### src/rtl/qk_dot_product_tiled_if.sv
// Handshake bundle between the Q/K vector buffers, the tiled dot-product
// stage and the downstream score consumer.
interface qk_dot_product_tiled_if #(
    parameter int LANES   = 16,
    parameter int ELEM_W  = 8,
    parameter int SCORE_W = 8
);
    logic                      q_vld_in;
    logic                      k_vld_in;
    logic                      q_rdy_out;
    logic                      k_rdy_out;
    logic [LANES*ELEM_W-1:0]   q_in;
    logic [LANES*ELEM_W-1:0]   k_in;
    logic                      vld_out;
    logic                      rdy_in;
    logic [SCORE_W-1:0]        s_out;
    logic                      sat_out;

    modport slave (
        input  q_vld_in, k_vld_in, q_in, k_in, rdy_in,
        output q_rdy_out, k_rdy_out, vld_out, s_out, sat_out
    );

    modport master (
        output q_vld_in, k_vld_in, q_in, k_in, rdy_in,
        input  q_rdy_out, k_rdy_out, vld_out, s_out, sat_out
    );
endinterface

### src/rtl/qk_dot_product_tiled.sv
// Multi-beat Q.K dot product: accumulates LANES products per beat over DIM/LANES
// beats, scales by a right shift, optionally rounds, saturates and emits a score.
module qk_dot_product_tiled #(
    parameter int DIM     = 64,
    parameter int LANES   = 16,
    parameter int ELEM_W  = 8,
    parameter int SCORE_W = 8,
    parameter int SHIFT   = 3,
    parameter int ROUND   = 0
) (
    input  logic                      clk,
    input  logic                      rst,
    qk_dot_product_tiled_if.slave     bus
);
    localparam int NBEATS = DIM / LANES;
    localparam int ACC_W  = 2 * ELEM_W + $clog2(DIM);
    localparam int T_W    = ACC_W + 1;
    localparam int S      = 2 * (ELEM_W - 1) - (SCORE_W - 1) + SHIFT;
    localparam int CNT_W  = (NBEATS > 1) ? $clog2(NBEATS) : 1;

    localparam logic [0:0] ST_ACCUM = 1'b0;
    localparam logic [0:0] ST_OUT   = 1'b1;

    localparam logic signed [T_W-1:0] MAX_C = T_W'((2 ** (SCORE_W - 1)) - 1);
    localparam logic signed [T_W-1:0] MIN_C = T_W'(-(2 ** (SCORE_W - 1)));
    localparam logic signed [T_W-1:0] RND_C =
        (ROUND != 0 && S > 0) ? (T_W'(1) << ((S > 0) ? S - 1 : 0)) : T_W'(0);

    if (DIM % LANES != 0) begin : g_dim_chk
        $fatal(1, "DIM must be a multiple of LANES");
    end
    if (LANES < 1 || (LANES & (LANES - 1)) != 0) begin : g_lanes_chk
        $fatal(1, "LANES must be a power of two");
    end

    // Pairwise reduction of the lane products; each level halves the operand count.
    function automatic logic signed [ACC_W-1:0] beat_sum(
        input logic [LANES*ELEM_W-1:0] q,
        input logic [LANES*ELEM_W-1:0] k
    );
        logic signed [ACC_W-1:0]    v [LANES];
        logic signed [ELEM_W-1:0]   qs;
        logic signed [ELEM_W-1:0]   ks;
        logic signed [2*ELEM_W-1:0] p;
        for (int i = 0; i < LANES; i++) begin
            qs   = q[i*ELEM_W +: ELEM_W];
            ks   = k[i*ELEM_W +: ELEM_W];
            p    = (2*ELEM_W)'(qs) * (2*ELEM_W)'(ks);
            v[i] = ACC_W'(p);
        end
        for (int w = LANES / 2; w >= 1; w = w / 2) begin
            for (int i = 0; i < w; i++) begin
                v[i] = v[2*i] + v[2*i+1];
            end
        end
        return v[0];
    endfunction

    logic [0:0]              state_q, state_d;
    logic [CNT_W-1:0]        cnt_q, cnt_d;
    logic signed [ACC_W-1:0] acc_q, acc_d;
    logic                    vld_q, vld_d;
    logic [SCORE_W-1:0]      s_q, s_d;
    logic                    sat_q, sat_d;

    logic                    fire_s;
    logic                    last_s;
    logic signed [ACC_W-1:0] acc_next_s;
    logic signed [T_W-1:0]   t_s;
    logic signed [T_W-1:0]   r_s;
    logic [SCORE_W-1:0]      clip_s;
    logic                    sat_s;

    assign bus.q_rdy_out = (state_q == ST_ACCUM) && bus.k_vld_in;
    assign bus.k_rdy_out = (state_q == ST_ACCUM) && bus.q_vld_in;
    assign bus.vld_out   = vld_q;
    assign bus.s_out     = s_q;
    assign bus.sat_out   = sat_q;

    // Datapath: accumulate this beat, scale, round and clip the candidate score.
    always_comb begin
        fire_s     = (state_q == ST_ACCUM) && bus.q_vld_in && bus.k_vld_in;
        last_s     = (cnt_q == CNT_W'(NBEATS - 1));
        acc_next_s = acc_q + beat_sum(bus.q_in, bus.k_in);
        t_s        = T_W'(acc_next_s) + RND_C;
        r_s        = t_s >>> S;
        if (r_s > MAX_C) begin
            clip_s = MAX_C[SCORE_W-1:0];
            sat_s  = 1'b1;
        end else if (r_s < MIN_C) begin
            clip_s = MIN_C[SCORE_W-1:0];
            sat_s  = 1'b1;
        end else begin
            clip_s = r_s[SCORE_W-1:0];
            sat_s  = 1'b0;
        end
    end

    // Next-state logic for the accumulate / hold-result controller.
    always_comb begin
        state_d = state_q;
        cnt_d   = cnt_q;
        acc_d   = acc_q;
        vld_d   = vld_q;
        s_d     = s_q;
        sat_d   = sat_q;
        case (state_q)
            ST_ACCUM: begin
                if (fire_s && last_s) begin
                    cnt_d   = '0;
                    acc_d   = '0;
                    vld_d   = 1'b1;
                    s_d     = clip_s;
                    sat_d   = sat_s;
                    state_d = ST_OUT;
                end else if (fire_s) begin
                    cnt_d = cnt_q + CNT_W'(1);
                    acc_d = acc_next_s;
                end else begin
                    cnt_d = cnt_q;
                    acc_d = acc_q;
                end
            end
            ST_OUT: begin
                if (bus.rdy_in) begin
                    vld_d   = 1'b0;
                    state_d = ST_ACCUM;
                end else begin
                    vld_d   = 1'b1;
                    state_d = ST_OUT;
                end
            end
            default: begin
                state_d = ST_ACCUM;
                vld_d   = 1'b0;
            end
        endcase
    end

    // Controller and result registers with synchronous reset.
    always_ff @(posedge clk) begin
        if (rst) begin
            state_q <= ST_ACCUM;
            cnt_q   <= '0;
            acc_q   <= '0;
            vld_q   <= 1'b0;
            s_q     <= '0;
            sat_q   <= 1'b0;
        end else begin
            state_q <= state_d;
            cnt_q   <= cnt_d;
            acc_q   <= acc_d;
            vld_q   <= vld_d;
            s_q     <= s_d;
            sat_q   <= sat_d;
        end
    end
endmodule
### src/flat_wrapper.sv
// flat-port wrapper written by rule: the top's interface ports become plain ports
module qk_dot_product_tiled_flat 
#(
    parameter int DIM     = 64,
    parameter int LANES   = 16,
    parameter int ELEM_W  = 8,
    parameter int SCORE_W = 8,
    parameter int SHIFT   = 3,
    parameter int ROUND   = 0
)
  (clk, rst, bus_q_vld_in, bus_k_vld_in, bus_q_in, bus_k_in, bus_rdy_in, bus_q_rdy_out, bus_k_rdy_out, bus_vld_out, bus_s_out, bus_sat_out);
  qk_dot_product_tiled_if #(.LANES(LANES), .ELEM_W(ELEM_W), .SCORE_W(SCORE_W)) bus_i ();
  input  logic clk;
  input  logic rst;
  input wire logic [$bits(bus_i.q_vld_in)-1:0] bus_q_vld_in;
  input wire logic [$bits(bus_i.k_vld_in)-1:0] bus_k_vld_in;
  input wire logic [$bits(bus_i.q_in)-1:0] bus_q_in;
  input wire logic [$bits(bus_i.k_in)-1:0] bus_k_in;
  input wire logic [$bits(bus_i.rdy_in)-1:0] bus_rdy_in;
  output wire logic [$bits(bus_i.q_rdy_out)-1:0] bus_q_rdy_out;
  output wire logic [$bits(bus_i.k_rdy_out)-1:0] bus_k_rdy_out;
  output wire logic [$bits(bus_i.vld_out)-1:0] bus_vld_out;
  output wire logic [$bits(bus_i.s_out)-1:0] bus_s_out;
  output wire logic [$bits(bus_i.sat_out)-1:0] bus_sat_out;
  assign bus_i.q_vld_in = bus_q_vld_in;
  assign bus_i.k_vld_in = bus_k_vld_in;
  assign bus_i.q_in = bus_q_in;
  assign bus_i.k_in = bus_k_in;
  assign bus_i.rdy_in = bus_rdy_in;
  assign bus_q_rdy_out = bus_i.q_rdy_out;
  assign bus_k_rdy_out = bus_i.k_rdy_out;
  assign bus_vld_out = bus_i.vld_out;
  assign bus_s_out = bus_i.s_out;
  assign bus_sat_out = bus_i.sat_out;
  qk_dot_product_tiled #(.DIM(DIM), .LANES(LANES), .ELEM_W(ELEM_W), .SCORE_W(SCORE_W), .SHIFT(SHIFT), .ROUND(ROUND)) u_core (.clk(clk), .rst(rst), .bus(bus_i));
endmodule
### config.mk
export PLATFORM = sky130hd
export DESIGN_NAME = qk_dot_product_tiled_flat
export DESIGN_NICKNAME = d
export VERILOG_FILES = /design/src/rtl/qk_dot_product_tiled_if.sv /design/src/rtl/qk_dot_product_tiled.sv /design/src/flat_wrapper.sv
export SDC_FILE = /design/constraint.sdc
export NUM_CORES = 2
export LEC_CHECK = 0
export BUFFER_PORTS_ARGS = -buffer_cell sky130_fd_sc_hd__buf_2
export CAP_MARGIN = 10
export CORE_ASPECT_RATIO = 0.7
export CORE_MARGIN = 3
export CORE_UTILIZATION = 62
export DETAILED_ROUTE_END_ITERATION = 16
export PLACE_DENSITY_LB_ADDON = 0.2
export SLEW_MARGIN = 40
export SYNTH_ARGS = -nofsm -noshare
export SYNTH_HDL_FRONTEND = slang
export SYNTH_SLANG_ARGS = --single-unit
### constraint.sdc
create_clock -name clk -period 17.3 [get_ports clk]
set_input_delay 0.865 -clock clk [delete_from_list [all_inputs] [get_ports clk]]
set_output_delay 0.865 -clock clk [all_outputs]
set_load 0.01 [all_outputs]
==> summary.md <==
| Metric | Value |
|---|---|
| Total global routing overflow | 0 |
| Full die area | 81520 um2 |
| Post-synthesis cell count | 5148 |
| WL/cell | 17.00 um |
| Max-slew headroom at the worst pin | 0.4607 |
| Status | completed |
| DR iter-0 viols | 2169 |
| Core ar. | 77110 um2 |
| Worst skew pair latency | 290 ps |
| Final Setup Violations | 0 |
| Via Count | 33630 |
| Number of synthesized flops with an enable pin | 0 |
| Worst setup EP type | flip-flop |
| Unrepaired setup endpoints after global routing | false |
| Final wirelength | 109800 um |
| Worst EP arrival | about 11000 ps |
| Kind of critical path | in2reg |
| Top cell by count, worst path | fa_1 |
| CP Data Required Time | 17500 ps |
| Final instance area | 51180 um2 |
| Hold Crit Class | reg2reg |
| Largest stage delay, worst path | 570 ps |
| Share of layout cells above drive strength 1 | 0.05766 |
| Synthesized area per cell | 9.403 um2 |
| Final net count | 7394 |
| Place WS | 6288 ps |
| Routability cong. | 0.9484 |
| TritonCTS clock tree | yes |
| I/O pin count | 273 |
| Syn_nets | roughly 7100 |
| Total negative setup slack | 0 ps |
| Post-DP Area | 51020 um2 |
| Largest net degree at the start of global routing | 36 |
| Crit Path Max Fanout | 8 |
| Vias in the first global route | 35730 |
| Warnings from Yosys | 0 |
| DRT Pass-1 Iters | 6 |
| First-pass GRT wire length | 185700 um |
| Synthesis-to-layout area growth | 5.725% |
| Initial Util | 0.6278 |
| Post-synthesis async set-or-reset flop share | 0 |
| Drt via density | 5.205 |
| Clock Skew | ~11 ps |
| Setup Buffers After CTS | 0 |
| Hold Buf Count CTS | 0 |
| Clock sinks | 35 |
| GRT Total Usage | 0.2847 |
| DRC | 0 |
| Die height | 239.8 um |
| Port bufs | 272 |
| CTS max path bufs | 2 |
| Root buf cell | clkbuf_16 |
| # rows | 85 |
| Unique masters post-synth | 75 |
| Layout fillers | 6352 |
| Final Hold Fails | 0 |
| Achievable Freq | 0.09234 GHz |
| Synth Cell Area | roughly 48000 um2 |
| Initial antenna violation count | 5 |
| CP Launch Type | input port |
| Max-Cap Viols | 0 |
| Crit share post-route | 0.6260 |
| Synth Flop Type | dfxtp_1 |
| Num CTS Buffers | 5 |
| HPWL Detailed | ~100000 um |
| Pin slew with the least headroom to its limit | about 800 ps |
| Sequential share of the synthesized area | 0.01447 |
| Clock-pin slew on the worst setup and hold paths | 60 ps |
| Final Max Slew Viols | 0 |
| Final ANT Viol Nets | 0 |
| Yosys reg bits | 35 |
| Fin crit period | 10830 ps |
| CP max-delay cell | o41ai_1 |
| Cts repair resizes | 0 |
| Chip width | 340.0 um |
| Worst setup margin | 6470 ps |
| H-tree levels | 2 |
## cells by family after synthesis
kind of cell    Yosys count  synth area share
mux                       4         0.0008271
fa+ha+maj              1723            0.6428
xor+xnor                208           0.03823
buf+inv                1565            0.1214
flops                    35           0.01447
simple gates           1347            0.1444
compound gates          266           0.03792
## final timing paths
check | startpoint | to | slack (ps) | cells after the start
max reg2reg | u_core.acc_q[2]$_SDFFE_PP0P_ | u_core.bus.s_out[2]$_SDFFE_PP0P_ | 11790 | 17
min | u_core.acc_q[21]$_SDFFE_PP0P_ | u_core.acc_q[21]$_SDFFE_PP0P_ | 490 | 2
min reg2reg | u_core.acc_q[21]$_SDFFE_PP0P_ | u_core.acc_q[21]$_SDFFE_PP0P_ | 490 | 2
max | bus_k_in[24] | u_core.bus.s_out[2]$_SDFFE_PP0P_ | 6470 | 36
## through the flow
step | instances | util | hold slack, ps
floorplan | 5148 | - | 443.7
global placement | 6447 | 0.6617 | 471.6
detailed placement | 6447 | 0.6617 | 484.8
CTS | 6455 | 0.6636 | 492.8
global route | 6459 | 0.6637 | 512.6
finish | 6461 | 0.6638 | 486.1
## layout make-up
cell class,count,area (um2),share of cell area
clock buffers,6,128.9,0.002518
repair buffers,275,1384,0.02704
flip-flops and latches,35,700.7,0.01369
inverters,1545,5799,0.1133
diodes,6,15.01,0.0002934
clock inverters,2,12.51,0.0002445
well taps,1044,1306,0.02552
multi-input cells,3548,41830,0.8174
## critical path, delay by kind of cell
kind	cells	cell delay (ps)
simple gates	5	1160
fa+ha+maj	12	5490
compound gates	11	2830
buf+inv	8	650
## registers in the layout, summed over array words and instances, names as in the netlist
register            flops
u_core.acc_q           22
u_core.state_q          1
u_core.bus.s_out        8
u_core.cnt_q            2
u_core.bus.sat_out      1
u_core.bus.vld_out      1
## placed cells by master, fill, tap and decap left out, types with 47 or more instances in the layout
master / count
a21oi_1: 68
and2_1: 581
buf_2: 272
fa_1: 1273
ha_1: 450
inv_1: 1537
nand2_1: 378
nand2b_1: 48
nor2_1: 183
o21ai_0: 59
xnor2_1: 158
xor2_1: 47
## synth_stat cells (9+ instances only)
| cell type | number | area share |
|---|---|---|
| a21boi_0 | 11 | 0.0017 |
| nand2_1 | 378 | 0.029 |
| nand2b_1 | 48 | 0.0062 |
| nor2_1 | 184 | 0.014 |
| dfxtp_1 | 35 | 0.014 |
| xor2_1 | 47 | 0.0085 |
| nand4_1 | 9 | 0.0012 |
| o211ai_1 | 11 | 0.0017 |
| nor2b_1 | 14 | 0.0018 |
| clkbuf_1 | 16 | 0.0012 |
| nand3_1 | 24 | 0.0025 |
| a21oi_1 | 68 | 0.0070 |
| fa_1 | 1273 | 0.53 |
| ha_1 | 450 | 0.12 |
| inv_1 | 1537 | 0.12 |
| and3_1 | 27 | 0.0035 |
| xnor2_1 | 158 | 0.029 |
| nor3_1 | 38 | 0.0039 |
| a22oi_1 | 14 | 0.0022 |
| and2_1 | 581 | 0.075 |
| a21o_1 | 19 | 0.0029 |
| o21ai_0 | 59 | 0.0061 |
## per-layer routing
metal,share of wire,up-vias,global-route usage
li1,-,15490,-
met1,0.47,17090,0.4453
met2,0.46,983,0.4451
met3,0.068,65,0.03703
met4,0.0084,2,0.02484
met5,0.000064,-,0
Power is not shown: default switching activity piles up to over one toggle a cycle in this logic, so the estimate is an artifact.
